===== config.mk =====
export PLATFORM = sky130hd
export DESIGN_NAME = immediate_gen_pipe_flat
export DESIGN_NICKNAME = d
export VERILOG_FILES = /design/src/rtl/immediate_gen_pipe_if.sv /design/src/rtl/immediate_gen_pipe.sv /design/src/flat_wrapper.sv
export SDC_FILE = /design/constraint.sdc
export NUM_CORES = 1
export LEC_CHECK = 0
export CAP_MARGIN = 20
export CORE_UTILIZATION = 30
export CTS_CLUSTER_DIAMETER = 50
export DETAILED_ROUTE_END_ITERATION = 12
export PLACE_DENSITY = 0.55
export SLEW_MARGIN = 20
export SYNTH_ARGS = -nofsm -noshare
export SYNTH_HDL_FRONTEND = slang
export SYNTH_SLANG_ARGS = --single-unit

===== constraint.sdc =====
create_clock -name clk -period 14.9 [get_ports clk]
set_input_delay 2.98 -clock clk [delete_from_list [all_inputs] [get_ports clk]]
set_output_delay 2.98 -clock clk [all_outputs]
set_load 0.03 [all_outputs]

===== src/rtl/immediate_gen_pipe_if.sv =====
// rtl/immediate_gen_pipe_if.sv - request/result bundle for the immediate generator pipe
//
// Purpose: groups the request handshake (in_*) and result handshake (out_*)
// of immediate_gen_pipe into one interface.
// Ports (signals):
//   in_valid/in_ready   request handshake
//   instruction[31:0]   raw instruction word
//   select[3:0]         [2:0] format code, [3] 1 = zero-extend, 0 = sign-extend
//   in_tag[TAG_W-1:0]   sideband tag carried with the request
//   out_valid/out_ready result handshake (head of FIFO)
//   out_imm[XLEN-1:0]   head immediate
//   out_tag[TAG_W-1:0]  head tag
//   out_err             head entry had an unsupported format
// Modports: master = producer/consumer side, slave = the generator.

interface immediate_gen_pipe_if #(
    parameter int XLEN  = 32,
    parameter int TAG_W = 5
);
    logic             in_valid;
    logic             in_ready;
    logic [31:0]      instruction;
    logic [3:0]       select;
    logic [TAG_W-1:0] in_tag;
    logic             out_valid;
    logic             out_ready;
    logic [XLEN-1:0]  out_imm;
    logic [TAG_W-1:0] out_tag;
    logic             out_err;

    modport master (
        output in_valid, instruction, select, in_tag, out_ready,
        input  in_ready, out_valid, out_imm, out_tag, out_err
    );

    modport slave (
        input  in_valid, instruction, select, in_tag, out_ready,
        output in_ready, out_valid, out_imm, out_tag, out_err
    );
endinterface


===== src/rtl/immediate_gen_pipe.sv =====
// rtl/immediate_gen_pipe.sv - RISC-V style immediate decoder feeding a result FIFO
//
// Purpose: decodes the immediate field of an accepted instruction according to
// select[2:0] (U/J/I/B/S, optional shift amount), extends it to XLEN, and
// queues {imm, tag, err} in a DEPTH-entry FIFO drained in acceptance order.
// Parameters: XLEN (32 or 64), DEPTH (2..8), TAG_W.
// Ports:
//   clk    single clock, rising edge
//   reset  asynchronous, active-high; clears count, pointers and storage
//   flush  synchronous discard of all buffered entries (beats push and pop)
//   bus    immediate_gen_pipe_if.slave (request and result handshakes)
// Configuration macro: IMM_SHAMT_EN -- when defined, format code 101 decodes a
// shift amount (I[24:20] for XLEN=32, I[25:20] for XLEN=64); otherwise code
// 101 is reported as unsupported.

module immediate_gen_pipe #(
    parameter int XLEN  = 32,
    parameter int DEPTH = 4,
    parameter int TAG_W = 5
) (
    input  logic                 clk,
    input  logic                 reset,
    input  logic                 flush,
    immediate_gen_pipe_if.slave  bus
);

    localparam int PTR_W = $clog2(DEPTH);
    localparam int CNT_W = $clog2(DEPTH + 1);
    localparam logic [PTR_W-1:0] LAST_PTR = PTR_W'(DEPTH - 1);
    localparam logic [CNT_W-1:0] FULL_CNT = CNT_W'(DEPTH);

    // ------------------------------------------------------------------
    // Decode. Every format's field MSB is I[31], so one extension bit
    // serves all of them. Decoding is done at 64 bits and truncated.
    // ------------------------------------------------------------------
    logic [63:0]     ext64;
    logic            dec_err;
    logic            sx;
    logic [XLEN-1:0] dec_imm;

    assign sx = ~bus.select[3] & bus.instruction[31];

    always_comb begin
        ext64   = '0;
        dec_err = 1'b0;
        case (bus.select[2:0])
            3'b000: ext64 = {{32{sx}}, bus.instruction[31:12], 12'b0};
            3'b001: ext64 = {{43{sx}}, bus.instruction[31], bus.instruction[19:12],
                             bus.instruction[20], bus.instruction[30:21], 1'b0};
            3'b010: ext64 = {{52{sx}}, bus.instruction[31:20]};
            3'b011: ext64 = {{51{sx}}, bus.instruction[31], bus.instruction[7],
                             bus.instruction[30:25], bus.instruction[11:8], 1'b0};
            3'b100: ext64 = {{52{sx}}, bus.instruction[31:25], bus.instruction[11:7]};
`ifdef IMM_SHAMT_EN
            // Shift amount is always zero-extended; select[3] is ignored.
            3'b101: ext64 = (XLEN == 64) ? {58'b0, bus.instruction[25:20]}
                                         : {59'b0, bus.instruction[24:20]};
`endif
            default: begin
                ext64   = '0;
                dec_err = 1'b1;
            end
        endcase
    end

    assign dec_imm = ext64[XLEN-1:0];

    // Opcode bits never feed an immediate; upper decode bits idle when XLEN=32.
    logic unused_bits;
    assign unused_bits = ^{bus.instruction[6:0], ext64};

    // ------------------------------------------------------------------
    // Result FIFO
    // ------------------------------------------------------------------
    logic [XLEN-1:0]  imm_mem [DEPTH];
    logic [TAG_W-1:0] tag_mem [DEPTH];
    logic [DEPTH-1:0] err_mem;
    logic [PTR_W-1:0] wr_ptr;
    logic [PTR_W-1:0] rd_ptr;
    logic [CNT_W-1:0] count;
    logic             push;
    logic             pop;

    function automatic logic [PTR_W-1:0] ptr_inc(input logic [PTR_W-1:0] p);
        return (p == LAST_PTR) ? '0 : p + 1'b1;
    endfunction

    // in_ready depends only on count, never on out_ready.
    assign bus.in_ready  = (count < FULL_CNT);
    assign bus.out_valid = (count != '0);
    assign push          = bus.in_valid & bus.in_ready;
    assign pop           = bus.out_valid & bus.out_ready;

    assign bus.out_imm = bus.out_valid ? imm_mem[rd_ptr] : '0;
    assign bus.out_tag = bus.out_valid ? tag_mem[rd_ptr] : '0;
    assign bus.out_err = bus.out_valid ? err_mem[rd_ptr] : 1'b0;

    always_ff @(posedge clk or posedge reset) begin
        if (reset) begin
            wr_ptr  <= '0;
            rd_ptr  <= '0;
            count   <= '0;
            err_mem <= '0;
            for (int i = 0; i < DEPTH; i++) begin
                imm_mem[i] <= '0;
                tag_mem[i] <= '0;
            end
        end else if (flush) begin
            // Any request presented in this cycle is dropped.
            wr_ptr <= '0;
            rd_ptr <= '0;
            count  <= '0;
        end else begin
            if (push) begin
                imm_mem[wr_ptr] <= dec_imm;
                tag_mem[wr_ptr] <= bus.in_tag;
                err_mem[wr_ptr] <= dec_err;
                wr_ptr          <= ptr_inc(wr_ptr);
            end
            if (pop) begin
                rd_ptr <= ptr_inc(rd_ptr);
            end
            case ({push, pop})
                2'b10:   count <= count + 1'b1;
                2'b01:   count <= count - 1'b1;
                default: count <= count;
            endcase
        end
    end

endmodule


===== src/flat_wrapper.sv =====
// flat-port wrapper written by rule: the top's interface ports become plain ports
module immediate_gen_pipe_flat 
#(
    parameter int XLEN  = 32,
    parameter int DEPTH = 4,
    parameter int TAG_W = 5
)
  (clk, reset, flush, bus_in_valid, bus_instruction, bus_select, bus_in_tag, bus_out_ready, bus_in_ready, bus_out_valid, bus_out_imm, bus_out_tag, bus_out_err);
  immediate_gen_pipe_if #(.XLEN(XLEN), .TAG_W(TAG_W)) bus_i ();
  input  logic clk;
  input  logic reset;
  input  logic flush;
  input wire logic [$bits(bus_i.in_valid)-1:0] bus_in_valid;
  input wire logic [$bits(bus_i.instruction)-1:0] bus_instruction;
  input wire logic [$bits(bus_i.select)-1:0] bus_select;
  input wire logic [$bits(bus_i.in_tag)-1:0] bus_in_tag;
  input wire logic [$bits(bus_i.out_ready)-1:0] bus_out_ready;
  output wire logic [$bits(bus_i.in_ready)-1:0] bus_in_ready;
  output wire logic [$bits(bus_i.out_valid)-1:0] bus_out_valid;
  output wire logic [$bits(bus_i.out_imm)-1:0] bus_out_imm;
  output wire logic [$bits(bus_i.out_tag)-1:0] bus_out_tag;
  output wire logic [$bits(bus_i.out_err)-1:0] bus_out_err;
  assign bus_i.in_valid = bus_in_valid;
  assign bus_i.instruction = bus_instruction;
  assign bus_i.select = bus_select;
  assign bus_i.in_tag = bus_in_tag;
  assign bus_i.out_ready = bus_out_ready;
  assign bus_in_ready = bus_i.in_ready;
  assign bus_out_valid = bus_i.out_valid;
  assign bus_out_imm = bus_i.out_imm;
  assign bus_out_tag = bus_i.out_tag;
  assign bus_out_err = bus_i.out_err;
  immediate_gen_pipe #(.XLEN(XLEN), .DEPTH(DEPTH), .TAG_W(TAG_W)) u_core (.clk(clk), .reset(reset), .flush(flush), .bus(bus_i));
endmodule

==> flow_summary.json, run 1 <==
{
  "run_status": "finished clean",
  "die_area_um2": 25300,
  "cp_max_fo": 23,
  "clock-root-buffer": "clkbuf_16",
  "p_per_area_nw_per_um2": 143,
  "netlist_area_um2": 7390,
  "synth-async-reset-ratio_pct": 100,
  "gp_congestion": 0.774,
  "core_area_um2": 24200,
  "max_stage_delay_ns": 0.80,
  "io_buffers": 78,
  "path_cells": "buf_4, mux4_2, and2_1, clkdlybuf4s50_1",
  "max_freq_ghz": 0.162,
  "synth_area_leaders": "dfrtp_1, mux4_2, o21ai_0",
  "fin_crit_sh_pct": 41.3,
  "min_path_type": "reg2reg",
  "cp.arrival_ns": 3.18,
  "dpl.hpwl_mm": 11.3,
  "final_antenna_net_count": 0,
  "cts_hold_buf": 0,
  "synth_seq_cells": 159,
  "max_slew.worst_pin.slew_ns": 0.851,
  "numCtsBuffers": 17,
  "die_h_um": 159,
  "synth_ff_type": "dfrtp_1",
  "hold_viol": 0,
  "start_util_pct": 30.5,
  "viasPerCell": 4.69,
  "slew_viol_final": 0,
  "rsz0062_at_grt": "no",
  "clkSlewWorstSetupHoldPaths_ns": 0.07,
  "dr.pass1.iters": 4,
  "synth_top_area_share_pct": 53.9,
  "critPathRequiredTime_ns": 11.92,
  "ctsResizeCount": 0,
  "globalRouteTotalUtil_pct": 15.3,
  "synthCells": 683,
  "synth_top_area_cell": "dfrtp_1",
  "multi_input_area_um2": 3180,
  "max_cap_violations": 0,
  "routedWlPerCell_um": 16.7,
  "cp-end-kind": "output port",
  "drc_errors": 0,
  "ir_drop_mv": 0.0646,
  "io-pin-count": 86,
  "yosys_warnings": 0,
  "fillers": 2416,
  "wirelength_mm": 18.0,
  "area_delta_synth_final_pct": 22.7,
  "syn_area_per_cell_um2": 10.8,
  "ys_seq_area_share_pct": 53.9,
  "synth_fp_nets": 735,
  "antenna_found_initial": 1,
  "finalSetupTns_ns": 0,
  "p_leak_nw": 3.78,
  "ys_types": 39,
  "cts_max_path_buffers": 2,
  "yosysMostFrequentCell": "dfrtp_1",
  "rows": 57,
  "max_slew_margin_pct": 43.3,
  "drive_gt1_share_pct": 14.1,
  "clock_sinks": 159,
  "die_w_um": 159,
  "grt_pass1_vias": 5274,
  "dp.cells": 1044,
  "dr_total_vias": 5045,
  "grt_max_degree": 95,
  "post-cts-setup-buffers": 0,
  "grt_pass1_wl_mm": 29.7,
  "clock_skew_ns": 0.00886,
  "min_period_ns": 6.16,
  "clk_latency_ns": 0.42,
  "path_buf_inv": 2,
  "layout.cells.non_filler": 1075,
  "globalRouteOverflowTotal": 0,
  "seq_area_um2": 3980,
  "drt-initial-drc-count": 351,
  "synth_edf_count": 0,
  "start_kind": "flop",
  "cts_htree_levels": 4,
  "synth.top_cells.by_count": "dfrtp_1, nand2_1, o21ai_0",
  "nets": 791,
  "crit_family": "buffers and inverters",
  "crit_type": "reg2out",
  "cts_tree": "done",
  "slowest_stage": "dfrtp_2",
  "setup_viol": 0
}
-- cell type report --
cell class                 count  area share [%]
tap                          324            4.47
clock inverter                 9            1.74
timing repair buffer          86            9.28
inverter                       7           0.345
antenna                        1          0.0276
clock buffer                  21            5.08
sequential                   159            44.0
multi-input combinational    468            35.1
-- worst min-delay path: stages, from the launching register on --
cell and delay [ns]:
dfrtp_1 0.34, nand2_1 0.04, o21ai_0 0.06
-- sequential cells by signal, indices dropped and copies added (netlist names) --
name and flops:
u_core.imm_mem 128, u_core.rd_ptr 2, u_core.wr_ptr 2, u_core.tag_mem 20
u_core.err_mem 4, u_core.count 3
-- kinds of logic (layout without fill, tap and decap cells) --
logic type / Yosys count / after routing / share of synthesized area, %
other: 0 / 1 / 0
AO/OA/AOI/OAI: 178 / 178 / 12.8
buffers and inverters: 56 / 123 / 3.10
AND/OR/NAND/NOR: 217 / 217 / 13.3
multiplexers: 64 / 64 / 15.5
flip-flops: 159 / 159 / 53.9
XOR/XNOR: 2 / 2 / 0.237
adder cells (fa/ha/maj): 7 / 7 / 1.25
-- routing by layer --
layer  track usage (%)  routed length [um]  up-vias
met4              3.80                 136        2
li1                  -                   -     2490
met2              23.5                8300       86
met1              21.7                8950     2455
met5                 0                  12        -
met3              3.58                 594       12
-- placed cells by master, fill, tap and decap left out, drive strengths merged, types with 7 or more instances in the layout --
cell and count:
mux2 21, o21ai 137, nor2 7, and2 38, nand2 153, mux4 38
a21oi 24, clkbuf 21, buf 8, dfrtp 159, inv 9, clkdlybuf4s50 78
-- where the power goes --
group	internal [mW]	leakage (nW)	total, mW	switching (mW)
Sequential	0.517	2.12	0.566	0.0495
Combinational	0.133	1.37	0.272	0.139
Clock	0.288	0.296	0.460	0.172
-- per-stage QoR --
step | instance area [um2] | hold slack [ns] | setup WS (ns) | utilization [%] | power (mW)
6_report | 9060 | 0.475 | 8.74 | 37.4 | 1.30
4_1_cts | 9060 | 0.479 | 8.63 | 37.3 | 1.32
3_5_place_dp | 8440 | 0.466 | 9.10 | 34.8 | 0.852
2_1_floorplan | 7390 | 0.445 | 7.63 | - | 0.752
3_3_place_gp | 8440 | 0.457 | 9.14 | 34.8 | 0.844
5_1_grt | 9060 | 0.502 | 8.54 | 37.4 | 1.37
-- worst paths after layout --
check / from / to / slack, ns / cells past startpoint
setup / recovery: u_core.rd_ptr[0] / bus_out_imm[0] / 8.74 / 4
hold / removal: u_core.err_mem[3] / u_core.err_mem[3] / 0.47 / 2
setup reg to reg: u_core.count[2] / u_core.count[2] / 11.95 / 7
hold reg to reg: u_core.err_mem[3] / u_core.err_mem[3] / 0.47 / 2
max in group asynchronous: reset / u_core.imm_mem[48] / 10.41 / 3
min in group asynchronous: reset / u_core.imm_mem[34] / 3.13 / 2
Note: power is estimated with default switching activity, not from simulation.
==> run 2: changes to the inputs <==
PLACE_DENSITY = 0.57   (was 0.55)
clock period = 5.35 ns   (was 14.9 ns; I/O delays follow)
==> run 2 against run 1 <==
First-iteration DRC count down 2.3%. Routed wire length down 1.5%. Setup slack worse by 7.7 ns. Core utilization about the same. Total power rose to 2.7 times the previous value. Clock skew down 0.0028 ns. Sequential share of layout area about the same. Largest cell class unchanged. Highest routed layer is now met4.
==> flow_summary.json, run 2 (same netlist as run 1, synthesis figures left out) <==
{
  "wirelength_mm": 17.7,
  "grt_pass1_wl_mm": 29.0,
  "max_slew_margin_pct": 24.1,
  "globalRouteOverflowTotal": 0,
  "grt_pass1_vias": 5193,
  "core_area_um2": 24200,
  "finalSetupTns_ns": 0,
  "start_util_pct": 30.5,
  "final_antenna_net_count": 0,
  "clock-root-buffer": "clkbuf_16",
  "rsz0062_at_grt": "no",
  "cts_htree_levels": 4,
  "globalRouteTotalUtil_pct": 14.9,
  "r2r-start": "u_core.count[0]",
  "drc_errors": 0,
  "crit_type": "reg2out",
  "cp.arrival_ns": 3.22,
  "routedWlPerCell_um": 16.4,
  "utilization_pct": 37.4,
  "clkSlewWorstSetupHoldPaths_ns": 0.06,
  "die_area_um2": 25300,
  "min_from": "u_core.imm_mem[79]",
  "run_status": "finished clean",
  "dr.pass1.iters": 4,
  "viasPerCell": 4.65,
  "min_path_type": "reg2reg",
  "drt-initial-drc-count": 343,
  "io-pin-count": 86,
  "cts_tree": "done",
  "cp_max_fo": 26,
  "reg2regPathDepth": 7,
  "ir_drop_mv": 0.180,
  "whs_ns": 0.474,
  "critical_path.startpoint": "u_core.rd_ptr[0]",
  "whs_path_depth": 2,
  "min_period_ns": 4.29,
  "mostFrequentLayoutCells": "dfrtp_1, nand2_1, o21ai_0",
  "fillers": 2423,
  "fin_crit_sh_pct": 80.3,
  "clock_sinks": 159,
  "max_slew.worst_pin.slew_ns": 1.14,
  "setup_viol": 0,
  "rows": 57,
  "cp-end-kind": "output port",
  "clock_skew_ns": 0.00605,
  "io_buffers": 78,
  "drive_gt1_share_pct": 14.5,
  "slew_viol_final": 0,
  "critPathRequiredTime_ns": 4.28,
  "dpl.hpwl_mm": 11.3,
  "clk_latency_ns": 0.42,
  "top_regs": "u_core.imm_mem: 128 flops, u_core.tag_mem: 20 flops, u_core.err_mem: 4 flops",
  "grt_max_degree": 73,
  "hold_viol": 0,
  "gp_congestion": 0.753,
  "cts_hold_buf": 0,
  "p_per_area_nw_per_um2": 393,
  "area_delta_synth_final_pct": 22.7,
  "largest_reg_flops": 128,
  "post-cts-setup-buffers": 0,
  "max_freq_ghz": 0.233,
  "cts_max_path_buffers": 2,
  "dr_total_vias": 5018,
  "top_register": "u_core.imm_mem",
  "ctsResizeCount": 0,
  "max_cap_violations": 0,
  "antenna_found_initial": 2,
  "die_w_um": 159,
  "die_h_um": 159,
  "final_common_cell": "dfrtp_1",
  "numCtsBuffers": 17,
  "p_leak_nw": 3.78,
  "nets": 793,
  "start_kind": "flop"
}
run 2: report_power, final:
group	internal [mW]	total, mW	switching [mW]
sequential	1.44	1.58	0.140
clock	0.755	1.22	0.470
combinational	0.373	0.755	0.382
total	2.57	3.56	0.992
run 2: through the flow:
step	setup slack, ns	cells	power, mW	instance area (um2)
3_5_place_dp	1.37	1046	2.37	8460
3_3_place_gp	1.39	1046	2.35	8460
2_1_floorplan	2.27	683	2.10	7390
4_1_cts	0.917	1077	3.61	9060
6_report	1.06	1078	3.56	9060
5_1_grt	0.812	1077	3.76	9060
run 2: worst paths after layout:
path | end | slack [ns]
hold / removal | u_core.imm_mem[79] | 0.47
hold reg to reg | u_core.imm_mem[79] | 0.47
min in group asynchronous | u_core.imm_mem[4] | 1.17
setup reg to reg | u_core.count[2] | 2.34
max in group asynchronous | u_core.rd_ptr[1] | 3.22
setup / recovery | bus_out_imm[25] | 1.06
run 2: layer usage:
| metal | part of all wire, % | track usage (%) | up-vias |
|---|---|---|---|
| met2 | 46 | 23.3 | 92 |
| li1 | - | - | 2492 |
| met4 | 1.1 | 3.85 | 0 |
| met5 | 0 | 0 | - |
| met1 | 49 | 20.7 | 2422 |
| met3 | 4.3 | 3.58 | 12 |
run 2: final cells by class:
cell class                      count  area (um2)  share of cell area (%)
Clock buffer                       21         460                    5.08
Timing Repair Buffer               88         868                    9.58
Clock inverter                     10         136                    1.50
Sequential cell                   159        3980                    43.9
Antenna cell                        1        2.50                  0.0276
Tap cell                          324         405                    4.47
Multi-Input combinational cell    468        3180                    35.1
Inverter                            7        30.0                   0.331
run 2: critical path, cell delays in order, from the launching register on:
cell	delay, ns
dfrtp_2	0.95
buf_4	0.48
mux4_2	0.56
and2_1	0.18
clkdlybuf4s50_1	0.60
==> run 3: changes to the inputs <==
PLACE_DENSITY = 0.55   (was 0.57)
clock period = 4.26 ns   (was 5.35 ns; I/O delays follow)
==> run 3 against run 2 <==
Combinational power is 28% higher. First-iteration DRC count fell by 22%. Register-to-register slack worse by 0.63 ns. Critical path type unchanged. Via count rose by 0.62%. Count of clock-buffer cells in the layout decreased by 4. Routed wire length increased by 0.37%. Clock power up 24%.
==> flow_summary.json, run 3 (same netlist as run 1, synthesis figures left out) <==
{
  "fin_area_um2": 9120,
  "dr.pass1.iters": 7,
  "io-pin-count": 86,
  "rows": 57,
  "pwr-share-seq_pct": 44.3,
  "pwr-share-clk_pct": 34.0,
  "routed.top_layer": "met4",
  "timing.final.ws_setup_ns": 0.534,
  "dr_total_vias": 5049,
  "die_w_um": 159,
  "drive_gt1_share_pct": 15.3,
  "drt-initial-drc-count": 269,
  "cts_tree": "done",
  "start_kind": "flop",
  "p_per_area_nw_per_um2": 488,
  "largest_reg_flops": 128,
  "setup_viol": 0,
  "antenna_cells": 0,
  "finalSetupTns_ns": 0,
  "cts_max_path_buffers": 2,
  "run_status": "finished clean",
  "rr_endpoint": "u_core.count[2]",
  "r2r-start": "u_core.count[0]",
  "place_area_um2": 8530,
  "fin_crit_sh_pct": 87.5,
  "dp.cells": 1050,
  "clk_latency_ns": 0.43,
  "critical_path.startpoint": "u_core.rd_ptr[0]",
  "gp_congestion": 0.774,
  "utilization_pct": 37.6,
  "layout.cells.non_filler": 1082,
  "mostFrequentLayoutCells": "dfrtp_1, nand2_1, o21ai_0",
  "endpoint": "bus_out_imm[9]",
  "grt_pass1_wl_mm": 29.0,
  "viasPerCell": 4.67,
  "antenna_found_initial": 0,
  "core_area_um2": 24200,
  "max_slew.worst_pin.slew_ns": 0.761,
  "final_common_cell": "dfrtp_1",
  "critPathRequiredTime_ns": 3.41,
  "final_antenna_net_count": 0,
  "cp-end-kind": "output port",
  "cp_max_fo": 23,
  "numCtsBuffers": 17,
  "multi_input_area_um2": 3180,
  "clock_sinks": 159,
  "met3_length_um": 608,
  "r2r_slack_ns": 1.71,
  "cp.arrival_ns": 2.87,
  "intPower_mw": 3.15,
  "max_freq_ghz": 0.268,
  "clock_skew_ns": 0.0136,
  "cp.depth": 4,
  "max_cap_violations": 0,
  "reg2regPathDepth": 7,
  "power_frac_comb_pct": 21.7,
  "whs_ns": 0.473,
  "crit_family": "buffers and inverters",
  "slew_viol_final": 0,
  "met2WireLength_mm": 8.05,
  "max_slew_margin_pct": 48.7,
  "p_leak_nw": 3.82,
  "path_buf_inv": 2,
  "fillers": 2438,
  "power.switching_mw": 1.29,
  "ir_drop_mv": 0.242,
  "hold_viol": 0,
  "clkSlewWorstSetupHoldPaths_ns": 0.07,
  "slowest_stage": "dfrtp_2",
  "wirelength_mm": 17.8,
  "p_total_mw": 4.45,
  "rsz0062_at_grt": "no",
  "wl_met1_mm": 9.03,
  "die_h_um": 159,
  "cts_htree_levels": 4,
  "grt_max_degree": 133,
  "routedWlPerCell_um": 16.4,
  "seq_area_um2": 3980,
  "globalRouteOverflowTotal": 0,
  "crit_type": "reg2out",
  "post-cts-setup-buffers": 0,
  "start_util_pct": 30.5,
  "grt_pass1_vias": 5068,
  "min_period_ns": 3.73,
  "min_path_type": "reg2reg",
  "dpl.hpwl_mm": 11.5,
  "max_stage_delay_ns": 0.81,
  "path_cells": "buf_12, mux4_2, and2_1, clkdlybuf4s50_1",
  "drc_errors": 0,
  "dp_slack_ns": 0.892,
  "top_regs": "u_core.imm_mem: 128 flops, u_core.tag_mem: 20 flops, u_core.err_mem: 4 flops",
  "area_delta_synth_final_pct": 23.4,
  "cts_hold_buf": 0,
  "swShare_pct": 29.1,
  "die_area_um2": 25300,
  "ctsResizeCount": 0,
  "clock-root-buffer": "clkbuf_16",
  "top_register": "u_core.imm_mem",
  "nets": 797,
  "globalRouteTotalUtil_pct": 15.0,
  "io_buffers": 78
}
## run 3: cell types whose count changed in the layout (fill, tap and decap cells not counted), sizes merged
cell,before,now
inv,7,11
clkinvlp,4,3
bufinv,3,2
clkinv,3,6
diode,1,0
buf,10,14
clkbuf,21,17
## run 3: how the worst min path moves through the flow
stage                                   start  cells past startpoint             endpoint  slack [ns]
after floorplan             u_core.err_mem[2]                      2    u_core.err_mem[2]        0.44
after global placement    u_core.imm_mem[100]                      2  u_core.imm_mem[100]        0.46
after detailed placement   u_core.imm_mem[53]                      2   u_core.imm_mem[53]        0.47
after CTS                   u_core.imm_mem[4]                      2    u_core.imm_mem[4]        0.48
after global routing       u_core.imm_mem[83]                      2   u_core.imm_mem[83]        0.50
final                      u_core.imm_mem[53]                      2   u_core.imm_mem[53]        0.47
## run 3: tightest hold or removal path, cell delays in order, from the launching register on
cell and delay [ns]:
dfrtp_1 0.34, nand2_1 0.04, o21ai_0 0.06
## run 3: layer usage
metal  up-vias  track usage, %
met3         7            3.40
met2        87            22.3
met5         -               0
li1       2503               -
met4         0            3.76
met1      2452            22.0
## run 3: area by class of cell
class / count / area share (%)
Sequential cell: 159 / 43.7
Multi-Input combinational cell: 468 / 34.9
Timing Repair Buffer: 92 / 10.3
Clock buffer: 17 / 4.67
Tap cell: 324 / 4.45
Clock inverter: 15 / 1.74
Inverter: 7 / 0.329
## run 3: power groups by stage
| stage | sequential (mW) | combinational, mW | clock, mW |
|---|---|---|---|
| 3_5_place_dp | 2.00 | 0.987 | 0 |
| 2_1_floorplan | 1.93 | 0.697 | 0 |
| 5_1_grt | 2.01 | 1.07 | 1.62 |
| 6_report | 1.97 | 0.967 | 1.51 |
| 3_3_place_gp | 1.99 | 0.975 | 0 |
| 4_1_cts | 1.97 | 0.991 | 1.56 |
